===== src/rtl/seven_seg_pkg.sv =====
// Shared segment codes, conversion FSM state type and helpers for the 7-segment scan driver.
package seven_seg_pkg;

   typedef enum logic [1:0] {IDLE, CONV, COMMIT} conv_state_t;

   // Common-anode, active-low; bit7 = DP (off), bits6:0 = g..a
   localparam logic [7:0] SEG_DIGIT [0:9] = '{
      8'hC0, 8'hF9, 8'hA4, 8'hB0, 8'h99,
      8'h92, 8'h82, 8'hF8, 8'h80, 8'h90
   };
   localparam logic [7:0] SEG_DASH  = 8'hBF;
   localparam logic [7:0] SEG_BLANK = 8'hFF;

   function automatic logic [7:0] bcd_to_seg(input logic [3:0] d);
      logic [7:0] code;
      case (d)
         4'd0:    code = SEG_DIGIT[0];
         4'd1:    code = SEG_DIGIT[1];
         4'd2:    code = SEG_DIGIT[2];
         4'd3:    code = SEG_DIGIT[3];
         4'd4:    code = SEG_DIGIT[4];
         4'd5:    code = SEG_DIGIT[5];
         4'd6:    code = SEG_DIGIT[6];
         4'd7:    code = SEG_DIGIT[7];
         4'd8:    code = SEG_DIGIT[8];
         4'd9:    code = SEG_DIGIT[9];
         default: code = SEG_BLANK;
      endcase
      return code;
   endfunction

   function automatic int unsigned pow10(input int unsigned n);
      int unsigned r;
      r = 1;
      for (int unsigned i = 0; i < n; i++) r = r * 32'd10;
      return r;
   endfunction

endpackage


===== src/rtl/bin2bcd_seq.sv =====
// Sequential binary-to-BCD converter: one shift-add-3 step per clock, BIN_WIDTH steps per value.
//
// state  | meaning
// IDLE   | waiting for start; captures bin on start
// CONV   | one add-3/shift step per cycle, BIN_WIDTH cycles
// COMMIT | bcd valid, done pulses for one cycle
module bin2bcd_seq
   import seven_seg_pkg::*;
#(
   parameter int NUM_DIGITS = 4,
   parameter int BIN_WIDTH  = 14
) (
   input  logic                    clk,
   input  logic                    rst,
   input  logic                    start,
   input  logic [BIN_WIDTH-1:0]    bin,
   output logic                    busy,
   output logic                    done,
   output logic [4*NUM_DIGITS-1:0] bcd
);

   localparam int BW = 4 * NUM_DIGITS;
   localparam int CW = $clog2(BIN_WIDTH + 1);

   conv_state_t          state_q, state_d;
   logic [BIN_WIDTH-1:0] sh_q, sh_d;
   logic [BW-1:0]        acc_q, acc_d, acc_adj;
   logic [CW-1:0]        cnt_q, cnt_d;

   always_comb begin
      acc_adj = acc_q;
      for (int i = 0; i < NUM_DIGITS; i++) begin
         if (acc_q[4*i +: 4] >= 4'd5) acc_adj[4*i +: 4] = acc_q[4*i +: 4] + 4'd3;
      end
   end

   always_comb begin
      state_d = state_q;
      sh_d    = sh_q;
      acc_d   = acc_q;
      cnt_d   = cnt_q;
      case (state_q)
         IDLE: begin
            if (start) begin
               sh_d    = bin;
               acc_d   = '0;
               cnt_d   = CW'(BIN_WIDTH - 1);
               state_d = CONV;
            end
         end
         CONV: begin
            acc_d = {acc_adj[BW-2:0], sh_q[BIN_WIDTH-1]};
            sh_d  = sh_q << 1;
            if (cnt_q == '0) state_d = COMMIT;
            else             cnt_d   = cnt_q - CW'(1);
         end
         COMMIT:  state_d = IDLE;
         default: state_d = IDLE;
      endcase
   end

   always_ff @(posedge clk) begin
      if (rst) begin
         state_q <= IDLE;
         sh_q    <= '0;
         acc_q   <= '0;
         cnt_q   <= '0;
      end else begin
         state_q <= state_d;
         sh_q    <= sh_d;
         acc_q   <= acc_d;
         cnt_q   <= cnt_d;
      end
   end

   assign busy = (state_q != IDLE);
   assign done = (state_q == COMMIT);
   assign bcd  = acc_q;

endmodule


===== src/rtl/seven_seg_scan_driver.sv =====
// Time-multiplexed common-anode 7-segment driver with sequential BCD conversion.
// Optional build macro LEADING_ZERO_BLANK_EN blanks zero digits above the most significant non-zero one.
module seven_seg_scan_driver
   import seven_seg_pkg::*;
#(
   parameter int NUM_DIGITS = 4,
   parameter int BIN_WIDTH  = 14,
   parameter int SCAN_DIV   = 50000
) (
   input  logic                  clk,
   input  logic                  rst,
   input  logic [BIN_WIDTH-1:0]  bin_in,
   input  logic                  load,
   output logic                  busy,
   input  logic                  enable,
   input  logic [NUM_DIGITS-1:0] dp_in,
   output logic [NUM_DIGITS-1:0] an_n,
   output logic [7:0]            seg_n,
   output logic                  overflow
);

   localparam int          IW        = (NUM_DIGITS > 1) ? $clog2(NUM_DIGITS) : 1;
   localparam int          PW        = (SCAN_DIV > 1) ? $clog2(SCAN_DIV) : 1;
   localparam int unsigned OVF_LIMIT = pow10(NUM_DIGITS);

   logic                    conv_busy, conv_done, accept;
   logic [4*NUM_DIGITS-1:0] conv_bcd;

   logic [PW-1:0]           presc_q, presc_d;
   logic [IW-1:0]           idx_q, idx_d;
   logic [4*NUM_DIGITS-1:0] digit_q, digit_d;
   logic                    ovf_q, ovf_d, ovf_pend_q, ovf_pend_d;
   logic [NUM_DIGITS-1:0]   an_q, an_d;
   logic [7:0]              seg_q, seg_d;

   logic [3:0]              cur_dig;
   logic                    cur_dp, blank_cur;
   logic [7:0]              code;

   assign accept = load & ~conv_busy;

   bin2bcd_seq #(
      .NUM_DIGITS (NUM_DIGITS),
      .BIN_WIDTH  (BIN_WIDTH)
   ) u_bin2bcd (
      .clk   (clk),
      .rst   (rst),
      .start (accept),
      .bin   (bin_in),
      .busy  (conv_busy),
      .done  (conv_done),
      .bcd   (conv_bcd)
   );

   // Overflow decided at capture, but only made visible together with the digits
   always_comb begin
      ovf_pend_d = ovf_pend_q;
      if (accept) ovf_pend_d = ({{(32-BIN_WIDTH){1'b0}}, bin_in} >= OVF_LIMIT);
      digit_d = conv_done ? conv_bcd   : digit_q;
      ovf_d   = conv_done ? ovf_pend_q : ovf_q;
   end

   always_comb begin
      presc_d = presc_q + PW'(1);
      idx_d   = idx_q;
      if (presc_q == PW'(SCAN_DIV - 1)) begin
         presc_d = '0;
         idx_d   = (idx_q == IW'(NUM_DIGITS - 1)) ? '0 : idx_q + IW'(1);
      end
   end

   always_comb begin
      cur_dig = '0;
      cur_dp  = 1'b0;
      for (int i = 0; i < NUM_DIGITS; i++) begin
         if (IW'(i) == idx_q) begin
            cur_dig = digit_q[4*i +: 4];
            cur_dp  = dp_in[i];
         end
      end
   end

`ifdef LEADING_ZERO_BLANK_EN
   logic [NUM_DIGITS-1:0] lz;

   always_comb begin
      lz[NUM_DIGITS-1] = (digit_q[4*NUM_DIGITS-1 -: 4] == 4'd0);
      for (int i = NUM_DIGITS - 2; i >= 0; i--) begin
         lz[i] = lz[i+1] && (digit_q[4*i +: 4] == 4'd0);
      end
      blank_cur = 1'b0;
      for (int i = 1; i < NUM_DIGITS; i++) begin
         if (IW'(i) == idx_q) blank_cur = lz[i] && !ovf_q;
      end
   end
`else
   assign blank_cur = 1'b0;
`endif

   // Every code has bit7 set, so masking with the DP request yields the final pattern
   always_comb begin
      code = ovf_q ? SEG_DASH : bcd_to_seg(cur_dig);
      if (blank_cur) code = SEG_BLANK;
      if (enable) begin
         an_d  = ~(NUM_DIGITS'(1) << idx_q);
         seg_d = code & {~cur_dp, 7'h7F};
      end else begin
         an_d  = '1;
         seg_d = SEG_BLANK;
      end
   end

   always_ff @(posedge clk) begin
      if (rst) begin
         presc_q    <= '0;
         idx_q      <= '0;
         digit_q    <= '0;
         ovf_q      <= 1'b0;
         ovf_pend_q <= 1'b0;
         an_q       <= '1;
         seg_q      <= SEG_BLANK;
      end else begin
         presc_q    <= presc_d;
         idx_q      <= idx_d;
         digit_q    <= digit_d;
         ovf_q      <= ovf_d;
         ovf_pend_q <= ovf_pend_d;
         an_q       <= an_d;
         seg_q      <= seg_d;
      end
   end

   assign busy     = conv_busy;
   assign overflow = ovf_q;
   assign an_n     = an_q;
   assign seg_n    = seg_q;

endmodule


===== config.mk =====
export PLATFORM = sky130hd
export DESIGN_NAME = seven_seg_scan_driver
export DESIGN_NICKNAME = d
export VERILOG_FILES = /design/src/rtl/seven_seg_pkg.sv /design/src/rtl/bin2bcd_seq.sv /design/src/rtl/seven_seg_scan_driver.sv
export SDC_FILE = /design/constraint.sdc
export NUM_CORES = 1
export LEC_CHECK = 0
export CORE_AREA = 2 2 84 167
export CTS_CLUSTER_SIZE = 24
export DETAILED_ROUTE_END_ITERATION = 10
export DIE_AREA = 0 0 86 169
export GPL_TIMING_DRIVEN = 1
export PLACE_DENSITY = 0.55
export SYNTH_ARGS = -nofsm -noshare
export SYNTH_HDL_FRONTEND = slang
export SYNTH_HIERARCHICAL = 1
export SYNTH_SLANG_ARGS = --single-unit

===== constraint.sdc =====
create_clock -name clk -period 3 [get_ports clk]
set_clock_uncertainty 0.15 [all_clocks]
set_input_delay 0.75 -clock clk [delete_from_list [all_inputs] [get_ports clk]]
set_output_delay 0.75 -clock clk [all_outputs]
set_load 0.005 [all_outputs]

Word-level counts from Yosys, hierarchy flattened
Memories as Yosys holds them, arrays and structs flattened.
Cells that the tools add are included.

word-level totals
  bits in registers = 84
  memory bits (read-only) = 112
  input port bits = 22
  word-level logic and storage cells = 75
  memories = 1

memory list
  name              words  bits a word  rd ports  clocked after memory_dff  write ports  RTL line             text
  (name not given)  16     7            1         0                         0            seven_seg_pkg.sv:16  case (d)

cells by class
  add/sub/neg operators = 7
  magnitude comparators = 5
  equal/unequal tests = 10
  shifts and indexed selects = 1
  multiplexer cells = 24
  bitwise logic cells = 6
  reductions and logical operators = 10

operator list
  cell                   number
  $mux 4                 9
  $pmux 16 s2            1
  $pmux 14 s2            1
  $add 16x1->16 const B  1
  $eq 16x16->1 const B   1
  $ge 4x3->1 const B     4
  $mux 16                1
  $ge 14x14->1 const B   1
  $mux 14                1
  $add 4x2->4 const B    3
  $and 8x8->8            1
  $mux 8                 1
  $pmux 4 s2             1
  $mux 2                 3
  $eq 2x2->1 const A     2
  $eq 2x2->1 const B     2
  $logic_not 2->1        2
  $logic_not 4->1        1
  $mux 1                 4
  $ne 2x2->1 const B     2
  $not 4->4              1
  $pmux 2 s2             1
  $reduce_and 2->1       2
  $reduce_bool 2->1      2
  other kinds (12)       15

Longest topological paths before layout
An unclocked memory read counts as a cell.

  depth in word-level cells = 8
  mapped depth = 10

Cells and area by module
Netlist, hierarchy kept.

by module, submodules not included
  module                 instances  cells each  area an instance (µm²)
  seven_seg_scan_driver  1          228         2107.0
  bin2bcd_seq            1          218         1800.5

Worst setup path after synthesis
No wires, ideal clock.

  path kind = reg2reg
  from = reg u_bin2bcd.state_q[1]
  to = reg digit_q[7]
  setup time = 0.128 ns
  data arrival time = 1.955 ns
  setup slack = 0.767 ns
  stages on the path, launching flop included = 8
  clock period less this slack = 2.233 ns
  cells stage by stage = dfxtp_1 -> clkbuf_1 -> buf_1 -> nor2b_1 -> clkbuf_1 -> buf_2 -> mux2i_1 -> nor2_1

on the way
  word-level cells in the longest chain between the ends = 1

ends and longest elaborated chain
  element                   RTL line                      text
  start: declaration        bin2bcd_seq.sv:25             conv_state_t state_q, state_d;
  start signal: assignment  bin2bcd_seq.sv:69             state_q <= state_d;
  $eq 2x2->1                bin2bcd_seq.sv:77             assign done = (state_q == COMMIT);
  net conv_done             seven_seg_scan_driver.sv:26   logic conv_busy, conv_done, accept;
  end signal: assignment    seven_seg_scan_driver.sv:125  digit_q <= digit_d;
  end: declaration          seven_seg_scan_driver.sv:31   logic [4*NUM_DIGITS-1:0] digit_q, digit_d;

The timed path passes the listed nets, and every way through them passes these cells.
A chain may end at the register's enable or synchronous reset.

Worst setup path after layout
  from = reg idx_q[0]
  to = reg seg_q[6], in the netlist seg_n[6]

on the way
  word-level cells in the longest chain between the ends = 8
  elaborated cells on any way between the ends = 11
  those cells by class = 3 x eq/ne; 5 x mux; 1 x bitwise; 1 x reduce/logical; 1 x memory

ends and longest elaborated chain
  element                   RTL line                      text
  start: declaration        seven_seg_scan_driver.sv:30   logic [IW-1:0] idx_q, idx_d;
  start signal: assignment  seven_seg_scan_driver.sv:124  idx_q <= idx_d;
  $logic_not 2->1           seven_seg_scan_driver.sv:76   if (IW'(i) == idx_q) begin
  $mux 4 (3 in series)      seven_seg_scan_driver.sv:76
  $mux 4 (*)                seven_seg_scan_driver.sv:76
  $mem_v2 16x7 (*)          --
  $mux 8 (*)                seven_seg_scan_driver.sv:102  code = ovf_q ? SEG_DASH : bcd_to_seg(cur_dig);
  $and 8x8->8 (*)           seven_seg_scan_driver.sv:106  seg_d = code & {~cur_dp, 7'h7F};
  end signal: assignment    seven_seg_scan_driver.sv:129  seg_q <= seg_d;
  end: declaration          seven_seg_scan_driver.sv:34   logic [7:0] seg_q, seg_d;

Every way passes the cells marked *; elsewhere a longest branch is shown, timed or not.

==> results.cfg <==
[clock_tree]
cts_root_buffer = clkbuf_16
clockBufferDepth = 2
clock-sinks = 84
postCtsSetupRepairBufs = 0
clk_latency_ns = 0.35
cts_resized = 0
h-tree-depth = 3
cts_buffers = 9
clkSlewWorstSetupHoldPaths_ns = 0.06
postCtsHoldBufs = 0
cts_tree = yes

[layout]
fillers = 1347
nNetsFinal = 517
insertedDiodeCount = 0
layout_commonest_cell = nor2_1
syn2layout_area_growth_pct = 21.2
final_cell_mix = nor2_1 (89), dfxtp_1 (84), clkdlybuf4s50_1 (35)
drive_gt1_frac = 0.0763

[synth]
syn_inst = 446
ys_warn_count = 6
synthTopCellsByArea = dfxtp_1 (43%), nor2_1 (8.5%), mux2i_1 (5.9%)
yosysSeqAreaShare = 0.430
synth-seq-cells = 84
syn_area_per_cell_sq_um = 8.76
ys_types = 55
synth-edff-count = 0
synth_nets = 483
yosysTopAreaCell = dfxtp_1
synth_area_sq_mm = 0.00391
synthFlopType = dfxtp_1
async_flop_share = 0
synth_top_area_frac = 0.430

[sta]
hold_slack_ns = 0.313
worst_pin_slew_ns = 0.811
finalHoldViolations = 0
tns_ns = 0
setup_slack_ns = 0.627
fin_crit_ns = 2.37
rsz0062_at_grt = false
finalCritPeriodShare = 0.791
slew_headroom = 0.458
clock.fmax_mhz = 421
setup_viol = 0
report.final.slew_viol_count = 0

[placed_design]
hpwl_mm = 5.85
gp_congestion = 0.730
io_buffers = 35
place_ws_ns = 0.479

[power]
p_per_area_mw_per_mm2 = 607
power_leakage_nw = 1.82
finalPower_mw = 2.87
irDropWorstVdd_mv = 0.319

[global_routing]
antenna_found_initial = 0
grtUsageTotal = 0.122
first_global_vias = 2954
overflow = 0
grt_pass1_wl_mm = 14.1
grt_max_degree = 21

[routing]
drt_iter0_drc = 120
wl_mm = 8.40
ant_nets = 0
drc = 0
dr.pass1.iters = 5
vias_per_cell = 4.81
num_vias = 3081
wl_per_cell_microns = 13.1

[floorplan]
dieWidth_microns = 86
core_sq_mm = 0.0133
die_h_microns = 169
rows = 60
ios = 36
start_util = 0.294
die-area_sq_mm = 0.0145

[critical_path]
cp.arrival_ns = 2.50
path_class = register to register
cp.required_ns = 3.12
critPathCaptureType = register
cp_max_fo = 17
cp-start-kind = register

[status]
status = finished clean

[run]
cap_viol_max_count = 0

[min_path]
min_path_type = register to register
==> cells by family (layout without fill, tap and decap cells) <==
kind of cell               after synthesis  after routing  share of synthesized area
and+or+nand+nor                        181            181                      0.222
DFF                                     84             84                      0.430
AOI/OAI and AO/OA                       75             75                      0.136
buffers and inverters                   46             85                     0.0544
muxes                                   24             24                     0.0628
xor gates and xnor gates                21             21                     0.0471
adders and majority gates               15             15                     0.0480
==> state kept, by name, indices dropped and copies added (netlist names), 2 cells and up <==
signal and flops:
an_n 4, u_bin2bcd/cnt_q 4, presc_q 16, idx_q 2, u_bin2bcd/bcd 16, u_bin2bcd/state_q 2
seg_n 8, digit_q 16, u_bin2bcd/sh_q 14
==> through the flow <==
| step | cell area (sq um) | instances | utilization |
|---|---|---|---|
| final | 4740 | 640 | 0.356 |
| after global routing | 4740 | 640 | 0.356 |
| after CTS | 4740 | 640 | 0.356 |
| after detailed placement | 4410 | 624 | 0.332 |
| after global placement | 4410 | 624 | 0.332 |
| after floorplan | 3910 | 446 | - |
==> final cells by class <==
| cell class | count | area (sq um) | share of cell area |
|---|---|---|---|
| well taps | 155 | 194 | 0.0410 |
| clock inverters | 7 | 98.8 | 0.0209 |
| clock buffers | 9 | 225 | 0.0476 |
| multi-input cells | 316 | 2020 | 0.426 |
| flip-flops and latches | 84 | 1680 | 0.355 |
| repair buffers | 46 | 433 | 0.0914 |
| inverters | 23 | 87.6 | 0.0185 |
==> final timing paths <==
kind                            slack (ns)          to  depth (start not counted)        from
worst max register to register        0.63    seg_n[6]                          8    idx_q[0]
worst min-delay path                  0.31  presc_q[0]                          1  presc_q[0]
worst max-delay path                  0.63    seg_n[6]                          8    idx_q[0]
worst min register to register        0.31  presc_q[0]                          1  presc_q[0]
==> power breakdown <==
part           switching, mW  total, mW  internal (mW)
registers             0.0407       1.23           1.19
clock network          0.472       1.21          0.735
logic                  0.240      0.439          0.199
total                  0.752       2.87           2.12
==> synth_stat cells, drive strengths merged, types with 2 or more instances <==
cell type,number
and3,4
nor3,22
inv,22
a31oi,2
a211oi,3
nand2,18
buf,10
nor2,90
a22o,11
nand3b,4
mux2i,23
o22ai,3
o21ai,17
nand2b,8
nor2b,10
a2bb2oi,10
xnor2,11
or3,2
dfxtp,84
ha,15
clkbuf,13
nand4,4
xor2,10
o21a,2
a21oi,15
a221o,3
nor3b,4
nand3,9
==> routing by layer <==
metal	vias to the layer above	wire length, microns	global-route usage
li1	1596	-	-
met1	1431	3800	0.147
met2	47	4190	0.208
met3	7	279	0.0307
met4	0	119	0.0393
met5	-	0	0
==> critical path: stages, from the launching register on <==
cell	delay (ns)
dfxtp_1	0.39
ha_1	0.55
a211oi_1	0.10
a221o_2	0.44
clkinv_2	0.07
ha_1	0.16
mux2i_1	0.07
mux2_4	0.27
o21ai_2	0.10
(Power assumes the default switching activity.)
